$ cat src/rtl/ram_access_ctrl_pkg.sv
// Shared definitions for the RAM access controller: size codes, lane masks,
// requester indices and the load-extension helper.
package ram_access_ctrl_pkg;

  typedef enum logic [1:0] {
    SZ_BYTE = 2'b00,
    SZ_HALF = 2'b01,
    SZ_WORD = 2'b10,
    SZ_RSVD = 2'b11
  } size_e;

  localparam logic [3:0] SEL_NONE = 4'b0000;
  localparam logic [3:0] SEL_B0   = 4'b0001;
  localparam logic [3:0] SEL_LO   = 4'b0011;
  localparam logic [3:0] SEL_HI   = 4'b1100;
  localparam logic [3:0] SEL_ALL  = 4'b1111;

  localparam logic REQ_M0 = 1'b0;
  localparam logic REQ_M1 = 1'b1;

  // Widen a byte (half = 0, value in v[7:0]) or halfword to 32 bits.
  function automatic logic [31:0] extend(input logic [15:0] v, input logic half,
                                         input logic sext);
    logic fill;
    fill   = sext & (half ? v[15] : v[7]);
    extend = half ? {{16{fill}}, v} : {{24{fill}}, v[7:0]};
  endfunction

endpackage

$ cat src/rtl/ram_access_ctrl_if.sv
// Requester-side bus of the RAM access controller; one instance per requester.
interface ram_access_ctrl_if
  import ram_access_ctrl_pkg::*;
#(
  parameter int ADDR_W = 12
);
  logic              req;
  logic              gnt;
  logic              we;
  size_e             size;
  logic              sext;
  logic [ADDR_W-1:0] addr;
  logic [31:0]       wdata;
  logic              rvalid;
  logic [31:0]       rdata;
  logic              err;

  modport master (
    output req, we, size, sext, addr, wdata,
    input  gnt, rvalid, rdata, err
  );

  modport slave (
    input  req, we, size, sext, addr, wdata,
    output gnt, rvalid, rdata, err
  );
endinterface

$ cat src/rtl/ram_access_ctrl_lane_align.sv
// Combinational lane steering: byte selects and replicated store data for the
// RAM, extracted/extended load data, and alignment/size error detection.
module mem_lane_align
  import ram_access_ctrl_pkg::*;
(
  input  size_e       size,
  input  logic [1:0]  offset,
  input  logic [31:0] wdata,
  input  logic [31:0] rword,
  input  logic        sext,
  output logic [3:0]  sel,
  output logic [31:0] din,
  output logic [31:0] rdata,
  output logic        err
);

  logic [7:0]  byte_s;
  logic [15:0] half_s;
  logic [3:0]  raw_sel_s;
  logic [31:0] raw_rdata_s;

  // Pick the addressed byte of the read word.
  always_comb begin
    case (offset)
      2'd0:    byte_s = rword[7:0];
      2'd1:    byte_s = rword[15:8];
      2'd2:    byte_s = rword[23:16];
      2'd3:    byte_s = rword[31:24];
      default: byte_s = 8'h00;
    endcase
  end

  assign half_s = offset[1] ? rword[31:16] : rword[15:0];

  // Size-dependent lane mask, store replication, load extension and error.
  always_comb begin
    raw_sel_s   = SEL_NONE;
    din         = 32'h0000_0000;
    raw_rdata_s = 32'h0000_0000;
    err         = 1'b0;
    case (size)
      SZ_BYTE: begin
        raw_sel_s   = SEL_B0 << offset;
        din         = {4{wdata[7:0]}};
        raw_rdata_s = extend({8'h00, byte_s}, 1'b0, sext);
      end
      SZ_HALF: begin
        err         = offset[0];
        raw_sel_s   = offset[1] ? SEL_HI : SEL_LO;
        din         = {2{wdata[15:0]}};
        raw_rdata_s = extend(half_s, 1'b1, sext);
      end
      SZ_WORD: begin
        err         = (offset != 2'b00);
        raw_sel_s   = SEL_ALL;
        din         = wdata;
        raw_rdata_s = rword;
      end
      default: begin
        err = 1'b1;
      end
    endcase
  end

  // Errored accesses must not touch any lane nor return data.
  assign sel   = err ? SEL_NONE : raw_sel_s;
  assign rdata = err ? 32'h0000_0000 : raw_rdata_s;

endmodule

$ cat src/rtl/ram_access_ctrl.sv
// Two-requester round-robin front end for a single-port word RAM with sized,
// byte-addressed accesses and a fixed one-cycle registered response.
module ram_access_ctrl
  import ram_access_ctrl_pkg::*;
#(
  parameter int   ADDR_W   = 12,
  parameter logic RR_RESET = 1'b0
) (
  input  logic              clk,
  input  logic              rst,
  ram_access_ctrl_if.slave  m0,
  ram_access_ctrl_if.slave  m1,
  output logic              ram_we,
  output logic              ram_ld,
  output logic [3:0]        ram_sel,
  output logic [ADDR_W-3:0] ram_addr,
  output logic [31:0]       ram_din,
  input  logic [31:0]       ram_dout
);

  logic              ptr_r;
  logic              gnt0_s;
  logic              gnt1_s;
  logic              acc_s;
  logic              we_s;
  size_e             size_s;
  logic              sext_s;
  logic [ADDR_W-1:0] addr_s;
  logic [31:0]       wdata_s;
  logic [3:0]        sel_s;
  logic [31:0]       din_s;
  logic [31:0]       ext_s;
  logic              err_s;

  logic              r0_valid_r, r1_valid_r;
  logic              r0_err_r,   r1_err_r;
  logic [31:0]       r0_data_r,  r1_data_r;

  // The pointer only matters when both request; a lone requester always wins.
  assign gnt0_s = !rst && m0.req && (!m1.req || (ptr_r == REQ_M0));
  assign gnt1_s = !rst && m1.req && (!m0.req || (ptr_r == REQ_M1));
  assign acc_s  = gnt0_s || gnt1_s;

  assign m0.gnt = gnt0_s;
  assign m1.gnt = gnt1_s;

  assign we_s    = gnt1_s ? m1.we    : m0.we;
  assign size_s  = gnt1_s ? m1.size  : m0.size;
  assign sext_s  = gnt1_s ? m1.sext  : m0.sext;
  assign addr_s  = gnt1_s ? m1.addr  : m0.addr;
  assign wdata_s = gnt1_s ? m1.wdata : m0.wdata;

  mem_lane_align u_align (
    .size   (size_s),
    .offset (addr_s[1:0]),
    .wdata  (wdata_s),
    .rword  (ram_dout),
    .sext   (sext_s),
    .sel    (sel_s),
    .din    (din_s),
    .rdata  (ext_s),
    .err    (err_s)
  );

  assign ram_we   = acc_s && we_s && !err_s;
  assign ram_ld   = acc_s && !we_s && !err_s;
  assign ram_sel  = (acc_s && !err_s) ? sel_s : SEL_NONE;
  assign ram_addr = acc_s ? addr_s[ADDR_W-1:2] : {(ADDR_W-2){1'b0}};
  assign ram_din  = acc_s ? din_s : 32'h0000_0000;

  // Round-robin pointer and per-requester response registers.
  always_ff @(posedge clk) begin
    if (rst) begin
      ptr_r      <= RR_RESET;
      r0_valid_r <= 1'b0;
      r1_valid_r <= 1'b0;
      r0_err_r   <= 1'b0;
      r1_err_r   <= 1'b0;
      r0_data_r  <= 32'h0000_0000;
      r1_data_r  <= 32'h0000_0000;
    end else begin
      if (acc_s) begin
        ptr_r <= ~gnt1_s;
      end else begin
        ptr_r <= ptr_r;
      end
      r0_valid_r <= gnt0_s;
      r1_valid_r <= gnt1_s;
      r0_err_r   <= gnt0_s && err_s;
      r1_err_r   <= gnt1_s && err_s;
      r0_data_r  <= (gnt0_s && !we_s && !err_s) ? ext_s : 32'h0000_0000;
      r1_data_r  <= (gnt1_s && !we_s && !err_s) ? ext_s : 32'h0000_0000;
    end
  end

  // Reset masks the response immediately so a pending pulse never appears.
  assign m0.rvalid = r0_valid_r && !rst;
  assign m1.rvalid = r1_valid_r && !rst;
  assign m0.err    = r0_err_r && !rst;
  assign m1.err    = r1_err_r && !rst;
  assign m0.rdata  = rst ? 32'h0000_0000 : r0_data_r;
  assign m1.rdata  = rst ? 32'h0000_0000 : r1_data_r;

endmodule

$ cat src/flat_wrapper.sv
// flat-port wrapper written by rule: the top's interface ports become plain ports
module ram_access_ctrl_flat import ram_access_ctrl_pkg::*;
#(
  parameter int   ADDR_W   = 12,
  parameter logic RR_RESET = 1'b0
)
  (clk, rst, ram_we, ram_ld, ram_sel, ram_addr, ram_din, ram_dout, m0_req, m0_we, m0_size, m0_sext, m0_addr, m0_wdata, m0_gnt, m0_rvalid, m0_rdata, m0_err, m1_req, m1_we, m1_size, m1_sext, m1_addr, m1_wdata, m1_gnt, m1_rvalid, m1_rdata, m1_err);
  ram_access_ctrl_if #(.ADDR_W(ADDR_W)) m0_i ();
  ram_access_ctrl_if #(.ADDR_W(ADDR_W)) m1_i ();
  input  logic clk;
  input  logic rst;
  output logic ram_we;
  output logic ram_ld;
  output logic [3:0] ram_sel;
  output logic [ADDR_W-3:0] ram_addr;
  output logic [31:0] ram_din;
  input  logic [31:0] ram_dout;
  input wire logic [$bits(m0_i.req)-1:0] m0_req;
  input wire logic [$bits(m0_i.we)-1:0] m0_we;
  input wire logic [$bits(m0_i.size)-1:0] m0_size;
  input wire logic [$bits(m0_i.sext)-1:0] m0_sext;
  input wire logic [$bits(m0_i.addr)-1:0] m0_addr;
  input wire logic [$bits(m0_i.wdata)-1:0] m0_wdata;
  output wire logic [$bits(m0_i.gnt)-1:0] m0_gnt;
  output wire logic [$bits(m0_i.rvalid)-1:0] m0_rvalid;
  output wire logic [$bits(m0_i.rdata)-1:0] m0_rdata;
  output wire logic [$bits(m0_i.err)-1:0] m0_err;
  input wire logic [$bits(m1_i.req)-1:0] m1_req;
  input wire logic [$bits(m1_i.we)-1:0] m1_we;
  input wire logic [$bits(m1_i.size)-1:0] m1_size;
  input wire logic [$bits(m1_i.sext)-1:0] m1_sext;
  input wire logic [$bits(m1_i.addr)-1:0] m1_addr;
  input wire logic [$bits(m1_i.wdata)-1:0] m1_wdata;
  output wire logic [$bits(m1_i.gnt)-1:0] m1_gnt;
  output wire logic [$bits(m1_i.rvalid)-1:0] m1_rvalid;
  output wire logic [$bits(m1_i.rdata)-1:0] m1_rdata;
  output wire logic [$bits(m1_i.err)-1:0] m1_err;
  assign m0_i.req = m0_req;
  assign m0_i.we = m0_we;
  assign m0_i.size = m0_size;
  assign m0_i.sext = m0_sext;
  assign m0_i.addr = m0_addr;
  assign m0_i.wdata = m0_wdata;
  assign m0_gnt = m0_i.gnt;
  assign m0_rvalid = m0_i.rvalid;
  assign m0_rdata = m0_i.rdata;
  assign m0_err = m0_i.err;
  assign m1_i.req = m1_req;
  assign m1_i.we = m1_we;
  assign m1_i.size = m1_size;
  assign m1_i.sext = m1_sext;
  assign m1_i.addr = m1_addr;
  assign m1_i.wdata = m1_wdata;
  assign m1_gnt = m1_i.gnt;
  assign m1_rvalid = m1_i.rvalid;
  assign m1_rdata = m1_i.rdata;
  assign m1_err = m1_i.err;
  ram_access_ctrl #(.ADDR_W(ADDR_W), .RR_RESET(RR_RESET)) u_core (.clk(clk), .rst(rst), .m0(m0_i), .m1(m1_i), .ram_we(ram_we), .ram_ld(ram_ld), .ram_sel(ram_sel), .ram_addr(ram_addr), .ram_din(ram_din), .ram_dout(ram_dout));
endmodule
$ cat config.mk
export PLATFORM = sky130hd
export DESIGN_NAME = ram_access_ctrl_flat
export DESIGN_NICKNAME = d
export VERILOG_FILES = /design/src/rtl/ram_access_ctrl_pkg.sv /design/src/rtl/ram_access_ctrl_if.sv /design/src/rtl/ram_access_ctrl_lane_align.sv /design/src/rtl/ram_access_ctrl.sv /design/src/flat_wrapper.sv
export SDC_FILE = /design/constraint.sdc
export NUM_CORES = 1
export LEC_CHECK = 0
export BUFFER_PORTS_ARGS = -buffer_cell sky130_fd_sc_hd__clkbuf_2
export CELL_PAD_IN_SITES_DETAIL_PLACEMENT = 0
export CELL_PAD_IN_SITES_GLOBAL_PLACEMENT = 2
export CORE_AREA = 2 2 136 138
export DETAILED_ROUTE_END_ITERATION = 8
export DIE_AREA = 0 0 138 140
export PLACE_DENSITY_LB_ADDON = 0.1
export SYNTH_ARGS = -nofsm -noshare
export SYNTH_HDL_FRONTEND = slang
export SYNTH_SLANG_ARGS = --single-unit
export TNS_END_PERCENT = 100
$ cat constraint.sdc
create_clock -name clk -period 3.64 [get_ports clk]
set_clock_uncertainty 0.1 [all_clocks]
set_input_delay 0 -clock clk [delete_from_list [all_inputs] [get_ports clk]]
set_output_delay 0 -clock clk [all_outputs]
set_load 0.02 [all_outputs]
Word-level counts from Yosys, hierarchy flattened
Cells that the tools add are included.
Cells by class
  shifts and indexed selects: 1
  mux-type cells: 19
  bitwise operators: 6
  equality and inequality tests: 5
  reductions and logical operators: 32
Operator list (number)
  case mux 32 bit (3 select lines): 2
  2-to-1 mux 32 bit: 5
  case mux 8 bit (4 select lines): 1
  logical AND 1 bit: 19
  2-to-1 mux 16 bit: 1
  2-to-1 mux 12 bit: 1
  2-to-1 mux 4 bit: 3
  case mux 4 bit (3 select lines): 1
  2-to-1 mux 10 bit: 1
  == test 2 bit (second input constant): 3
  logical NOT 1 bit: 5
  == test 2 x 1 -> 1 bit (second input constant): 2
  logical NOT 2 bit: 2
  inverter 1 bit: 4
  OR reduction 2 bit: 2
  << shifter 1 x 2 -> 4 bit (first input constant): 1
  logical OR 1 bit: 3
  case mux 1 bit (3 select lines): 1
  AND 1 bit: 2
  2-to-1 mux 1 bit: 2
  2-to-1 mux 2 bit: 1
  nonzero test 2 bit: 1
Word-level totals
  word-level logic and storage cells: 70
  flip-flop bits (word level): 69

Depth between registers and ports, before layout
Gate-level depths: netlist of run 1.
  depth after elaboration: 10
  depth in mapped cells: 9

Cells and area by module
A second synthesis of run 1 with hierarchy kept.
Second synthesis, totals
  cell total of the unflattened synthesis: 591
  area total of the unflattened synthesis: 4668.2 µm²
By module, submodules not included
  ram_access_ctrl: cells an instance 398, seq. area each 1381.3 µm², area each 3435.8 µm², instances 1
  mem_lane_align: cells an instance 193, seq. area each 0.0 µm², area each 1232.4 µm², instances 1

Worst setup path before layout of run 1
No wires, ideal clock.
  path type: reg2out
  start: reg u_core.ptr_r
  end: out ram_din[14]
  setup slack: 1.635 ns
  path buffers: 3
  data arrival time: 1.905 ns
  stages on the path, launching flop included: 9
  data required time: 3.540 ns
  cells stage by stage: dfxtp_1 > nand2b_1 > clkbuf_1 > buf_2 > nand3_1 > o21ai_2 > buf_2 > o2bb2ai_1 > a21oi_1
On the way
  cells in the longest elaborated chain, start to end: 6
  elaborated cells on any way between the ends: 13
RTL lines
  start: declaration: line ram_access_ctrl.sv:21  | logic ptr_r;
  start signal: assignment: line ram_access_ctrl.sv:83  | ptr_r <= ~gnt1_s;
  start signal: assignment: line ram_access_ctrl.sv:85  | ptr_r <= ptr_r;
  logical OR 1 bit: line ram_access_ctrl.sv:41  | assign gnt1_s = !rst && m1.req && (!m0.req || (ptr_r == REQ_M1));
  logical AND 1 bit: line ram_access_ctrl.sv:41
  2-to-1 mux 2 bit: line ram_access_ctrl.sv:48  | assign size_s = gnt1_s ? m1.size : m0.size;
  == test 2 bit (tied with other cells): line ram_access_ctrl_lane_align.sv:41  | case (size)
  case mux 32 bit (3 select lines): line ram_access_ctrl_lane_align.sv:41
  2-to-1 mux 32 bit (*): line ram_access_ctrl.sv:69  | assign ram_din = acc_s ? din_s : 32'h0000_0000;
  end: declaration: line flat_wrapper.sv:16  | output logic [31:0] ram_din;
Every way passes the cells marked *; elsewhere a longest branch is shown, timed or not.

Worst setup path after layout of run 1
  start: reg u_core.ptr_r
  end: out ram_din[17]
The elaborated chain is that of the path after synthesis.

==> run summary, run 1 <==
critical setup path kind -> reg2out
WP data required -> 3.54 ns
Reg clk slew, reported paths -> 0.06 ns
Worst EP arrival -> 3.10 ns
Worst R2R Setup Slack -> 0.57 ns
Max clock buf depth -> 2
Reg2Reg Depth -> 6
Crit-path slowest cell -> o21ai_2
Inserted Clock Buffers -> 9
Final Cycle Share -> 88.0%
worst slew pin tran -> 1.18 ns
slowest stage delay, CP -> 0.94 ns
post-layout util -> 36.7%
H-tree Lvls -> 3
fill cell count -> 1,916
M1 GR Usage -> 22.9%
CP Cell Sequence -> nand2b_1, nand2_2, inv_2, o21ai_2, nand2_1, o22ai_1, clkbuf_2
clk_lat worst skew -> 0.33 ns
Max VDD drop -> 0.000202 V
Buf/Inv on CP -> 2
Cells after Synth -> 574
Cells after DPL -> 1,010
Place WS -> 0.714 ns
crit path to -> ram_din[17]
Yosys reg bits -> 69
FP Rows -> 49
Final min period -> 3.20 ns
Avg WL per Cell -> 18.1 µm
routability cong. -> 0.805
met2 Use GR -> 33.7%
CP delay by family, top -> compound AO/OA/AOI/OAI gates
status -> finished clean
final cell count without fillers -> 1,067
hold depth -> 4
Levels on crit path -> 7
met3 Use GR -> 5.06%
post-synthesis cell type count -> 53
prevailing post-synth register cell -> dfxtp_1
via count -> 5,293
crit path max fanout -> 27
DRC errors left -> 0
chip width -> 138 µm
fraction of registers with async set or reset after synthesis -> 0%
HP Class -> in2reg
Setup Viol. Count Final -> 0
Detailed Routing Iterations Pass 1 -> 5
post-CTS sizing -> 0
Routed WL -> 19,300 µm
Slew Limit Fails -> 0
global-route wire length before repair -> 29,600 µm
static leakage -> 3.00 nW
area of the core -> 17,800 µm²
# hold bufs at CTS -> 41
hold_ws -> 0.0206 ns
Area after DPL -> 5810 µm²
Via density -> 4.96
post-synth net total -> 706
Layout area overhead -> 47.8%
DIE AREA -> 19,300 µm²
Avg Synthesized Cell Area -> 7.69 µm²
clk sinks -> 69
Final #Nets -> 965
most frequent cells in the layout -> clkbuf_2, nand2_1, nor2b_1, a21oi_1, dfxtp_1
grt peak-use layer -> met2
DP HPWL -> 14,800 µm
fraction of layout cells with a size suffix above 1 -> 36.0%
# diodes -> 0
initial core utilization -> 24.8%
Post-synth EDFFs -> 0
DIE HEIGHT -> 140 µm
Max Cap Viol -> 0
TritonCTS clock tree -> yes
Reg2Reg Capture Point -> u_core.r1_data_r[14]$_SDFF_PP0_
Detailed Route Iter0 Violations -> 252
top-level I/O count -> 250
RSZ-0062 raised after global routing -> no
Mapped Area -> 4410 µm²
post-synthesis sequential area ratio -> 31.3%
Worst setup SP type -> flop
setup TNS -> 0 ns
Clock Tree Root -> clkbuf_16
setup bufs post-CTS -> 0
CP startpoint -> u_core.ptr_r$_SDFFE_PP0N_
commonest non-fill, non-tap cell in the layout -> clkbuf_2
worst setup margin -> 0.438 ns
vias in the first global route -> 5,314
Total Power -> 2.24 mW
YS warnings -> 0
Worst Setup End Kind -> output port
total gr overflow -> 0
initial antenna violation count -> 0
largest net degree at the start of global routing -> 73
final hold viol count -> 0
number of port buffers -> 249
Rel. slew slack -> 21.3%
reg2reg start -> u_core.ptr_r$_SDFFE_PP0N_
Pwr per Cell Area -> 343 nW/µm²
design area -> 6530 µm²
f_max -> 312 MHz
antenna viol nets, final -> 0
GRT Resource Usage Total -> 19.1%
-- worst reg2reg max path: stages (launching register included) --
cell and delay [ns]:
dfxtp_1 0.33, nor2b_1 0.72, o21ai_0 0.24, nand2_1 0.61, a32oi_1 0.21, dlygate4sd3_1 0.63, a21oi_1 0.15
-- cell type report --
class	instances	area [µm²]	area share [%]
timing repair buffer	301	1760	27.0
multi-input combinational	442	2750	42.1
clock inverter	7	82.6	1.27
inverter	10	37.5	0.575
sequential	69	1380	21.2
clock buffer	9	225	3.45
tap	229	287	4.39
-- routing by layer --
layer	share of wire, %	vias to the layer above	wire, µm
li1	-	2599	-
met1	41	2460	7970
met2	50	213	9630
met3	7.1	21	1370
met4	1.7	0	325
met5	0	-	0
-- power by group --
| part | switching (mW) | leakage [nW] | internal [mW] |
|---|---|---|---|
| clock | 0.356 | 0.145 | 0.541 |
| sequential | 0.00328 | 0.558 | 0.768 |
| combinational | 0.351 | 2.30 | 0.217 |
| total | 0.711 | 3.00 | 1.53 |
-- how the worst min path moves through the flow --
stage	start	endpoint	slack [ns]
after floorplan	m0_req	u_core.ptr_r$_SDFFE_PP0N_	0.01
after global placement	m0_req	u_core.ptr_r$_SDFFE_PP0N_	0.16
after detailed placement	m0_req	u_core.ptr_r$_SDFFE_PP0N_	0.17
after CTS	m1_req	u_core.r0_valid_r$_SDFF_PP0_	0.009
after global routing	m1_req	u_core.r0_valid_r$_SDFF_PP0_	0.07
final	m1_req	u_core.r0_valid_r$_SDFF_PP0_	0.02
-- Yosys cell counts, types with 9 or more instances --
cell | number | area (µm²)
nor2b_1 | 75 | 469
nand2_1 | 75 | 282
a31oi_2 | 10 | 125
nor2_1 | 18 | 67.6
o21ai_0 | 14 | 70.1
nand3_1 | 11 | 55.1
buf_2 | 19 | 95.1
mux2i_1 | 9 | 90.1
a21o_1 | 11 | 82.6
a31oi_1 | 24 | 150
and3_1 | 17 | 106
clkbuf_1 | 27 | 101
a32oi_1 | 10 | 87.6
inv_1 | 9 | 33.8
a21oi_1 | 73 | 365
dfxtp_1 | 69 | 1380
-- cells by family after synthesis --
group           Yosys count  synth area share (%)
compound gates          215                  33.9
simple gates            215                  25.3
flops                    69                  31.3
buf+inv                  63                  6.75
mux                      12                  2.81
-- registers in the layout, indices dropped and copies added, names as in the netlist --
name / cells
u_core.r1_err_r: 1
u_core.r0_valid_r: 1
u_core.r1_data_r: 32
u_core.r0_data_r: 32
u_core.r0_err_r: 1
u_core.r1_valid_r: 1
u_core.ptr_r: 1
No activity file was read; power rests on OpenSTA's default activity.
==> run 2: changes to the inputs <==
--- a/config.mk
+++ b/config.mk
@@ -12,6 +12,7 @@
 export DETAILED_ROUTE_END_ITERATION = 8
 export DIE_AREA = 0 0 138 140
 export PLACE_DENSITY_LB_ADDON = 0.1
+export RECOVER_POWER = 100
 export SYNTH_ARGS = -nofsm -noshare
 export SYNTH_HDL_FRONTEND = slang
 export SYNTH_SLANG_ARGS = --single-unit
==> run summary, run 2 (same netlist as run 1, synthesis figures left out) <==
Final Cycle Share -> 88.4%
Slew Limit Fails -> 0
vias in the first global route -> 5,314
clk sinks -> 69
Max VDD drop -> 0.000202 V
total gr overflow -> 0
Cells after DPL -> 1,010
hold depth -> 4
Layout area overhead -> 43.5%
Setup Viol. Count Final -> 0
global-route wire length before repair -> 29,600 µm
Worst EP arrival -> 3.12 ns
initial core utilization -> 24.8%
Worst setup SP type -> flop
via count -> 5,296
Max clock buf depth -> 2
worst slew pin tran -> 1.29 ns
Final #Nets -> 965
largest net degree at the start of global routing -> 73
post-CTS sizing -> 0
hold_ws -> 0.0191 ns
RSZ-0062 raised after global routing -> no
reg2reg start -> u_core.ptr_r$_SDFFE_PP0N_
Max Cap Viol -> 0
Detailed Route Iter0 Violations -> 214
antenna viol nets, final -> 0
Detailed Routing Iterations Pass 1 -> 4
CP startpoint -> u_core.ptr_r$_SDFFE_PP0N_
worst setup margin -> 0.421 ns
number of port buffers -> 249
fill cell count -> 1,993
setup bufs post-CTS -> 0
HP Class -> in2reg
Avg WL per Cell -> 18.1 µm
Reg clk slew, reported paths -> 0.06 ns
design area -> 6330 µm²
setup TNS -> 0 ns
most frequent cells in the layout -> clkbuf_2, clkbuf_1, nand2_1, nor2b_1, a21oi_1
area of the core -> 17,800 µm²
initial antenna violation count -> 0
commonest non-fill, non-tap cell in the layout -> clkbuf_2
fraction of layout cells with a size suffix above 1 -> 22.0%
Hold Startpoint -> m1_req
DIE AREA -> 19,300 µm²
FP Rows -> 49
status -> finished clean
H-tree Lvls -> 3
Worst Setup End Kind -> output port
Storage cell area -> 1380 µm²
top-level I/O count -> 250
Place WS -> 0.714 ns
f_max -> 311 MHz
Pwr per Cell Area -> 350 nW/µm²
DP HPWL -> 14,800 µm
static leakage -> 2.61 nW
Via density -> 4.96
Clock Tree Root -> clkbuf_16
crit path max fanout -> 27
Rel. slew slack -> 13.1%
final hold viol count -> 0
chip width -> 138 µm
GRT Resource Usage Total -> 19.1%
# diodes -> 0
# hold bufs at CTS -> 41
WP data required -> 3.54 ns
DIE HEIGHT -> 140 µm
Routed WL -> 19,300 µm
Area after DPL -> 5810 µm²
multi-input logic area -> 2710 µm²
Final min period -> 3.22 ns
Reg2Reg Depth -> 7
DRC errors left -> 0
TritonCTS clock tree -> yes
critical setup path kind -> reg2out
largest registers -> u_core.r0_data_r (32), u_core.r1_data_r (32)
routability cong. -> 0.805
clk_lat worst skew -> 0.33 ns
final cell count without fillers -> 1,067
Inserted Clock Buffers -> 9
run 2: cell counts in the layout (fill, tap and decap cells not counted):
No cell type changed its count.
run 2: final timing paths:
| path | slack, ns | to |
|---|---|---|
| worst min register to register | 0.58 | u_core.r0_valid_r$_SDFF_PP0_ |
| worst max register to register | 0.59 | u_core.r1_data_r[11]$_SDFF_PP0_ |
| worst max-delay path | 0.42 | ram_din[16] |
| worst min-delay path | 0.02 | u_core.r0_valid_r$_SDFF_PP0_ |
run 2: layout make-up:
type,instances,share of cell area (%)
clock buffer,9,3.56
tap,229,4.52
inverter,10,0.593
multi-input combinational,442,42.8
sequential,69,21.8
clock inverter,7,1.30
timing repair buffer,301,25.4
run 2: per-layer routing:
layer | track usage (%) | share of wire, % | vias to the layer above
li1 | - | - | 2600
met1 | 22.9 | 42 | 2462
met2 | 33.7 | 50 | 213
met3 | 5.06 | 6.8 | 21
met4 | 5.80 | 1.7 | 0
met5 | 0 | 0 | -
run 2: worst max-delay path: stages (launching register included):
cell and delay, ns:
dfxtp_1 0.33, nand2b_1 0.19, nand2_2 0.29, inv_2 0.12, o21ai_2 0.93, nand2_1 0.42
o22ai_1 0.24, clkbuf_1 0.25
run 2: stage by stage:
stage                     total power, mW  util [%]
after global placement               1.32      32.7
after floorplan                      1.10         -
final                                2.22      35.6
after detailed placement             1.32      32.7
after global routing                 2.32      35.6
after CTS                            2.26      36.7
run 2: power breakdown:
group	leakage, nW	total, mW	internal (mW)	switching [mW]
Combinational	1.90	0.552	0.204	0.347
Sequential	0.558	0.771	0.768	0.00330
Clock	0.145	0.895	0.541	0.355
Total	2.61	2.22	1.51	0.705
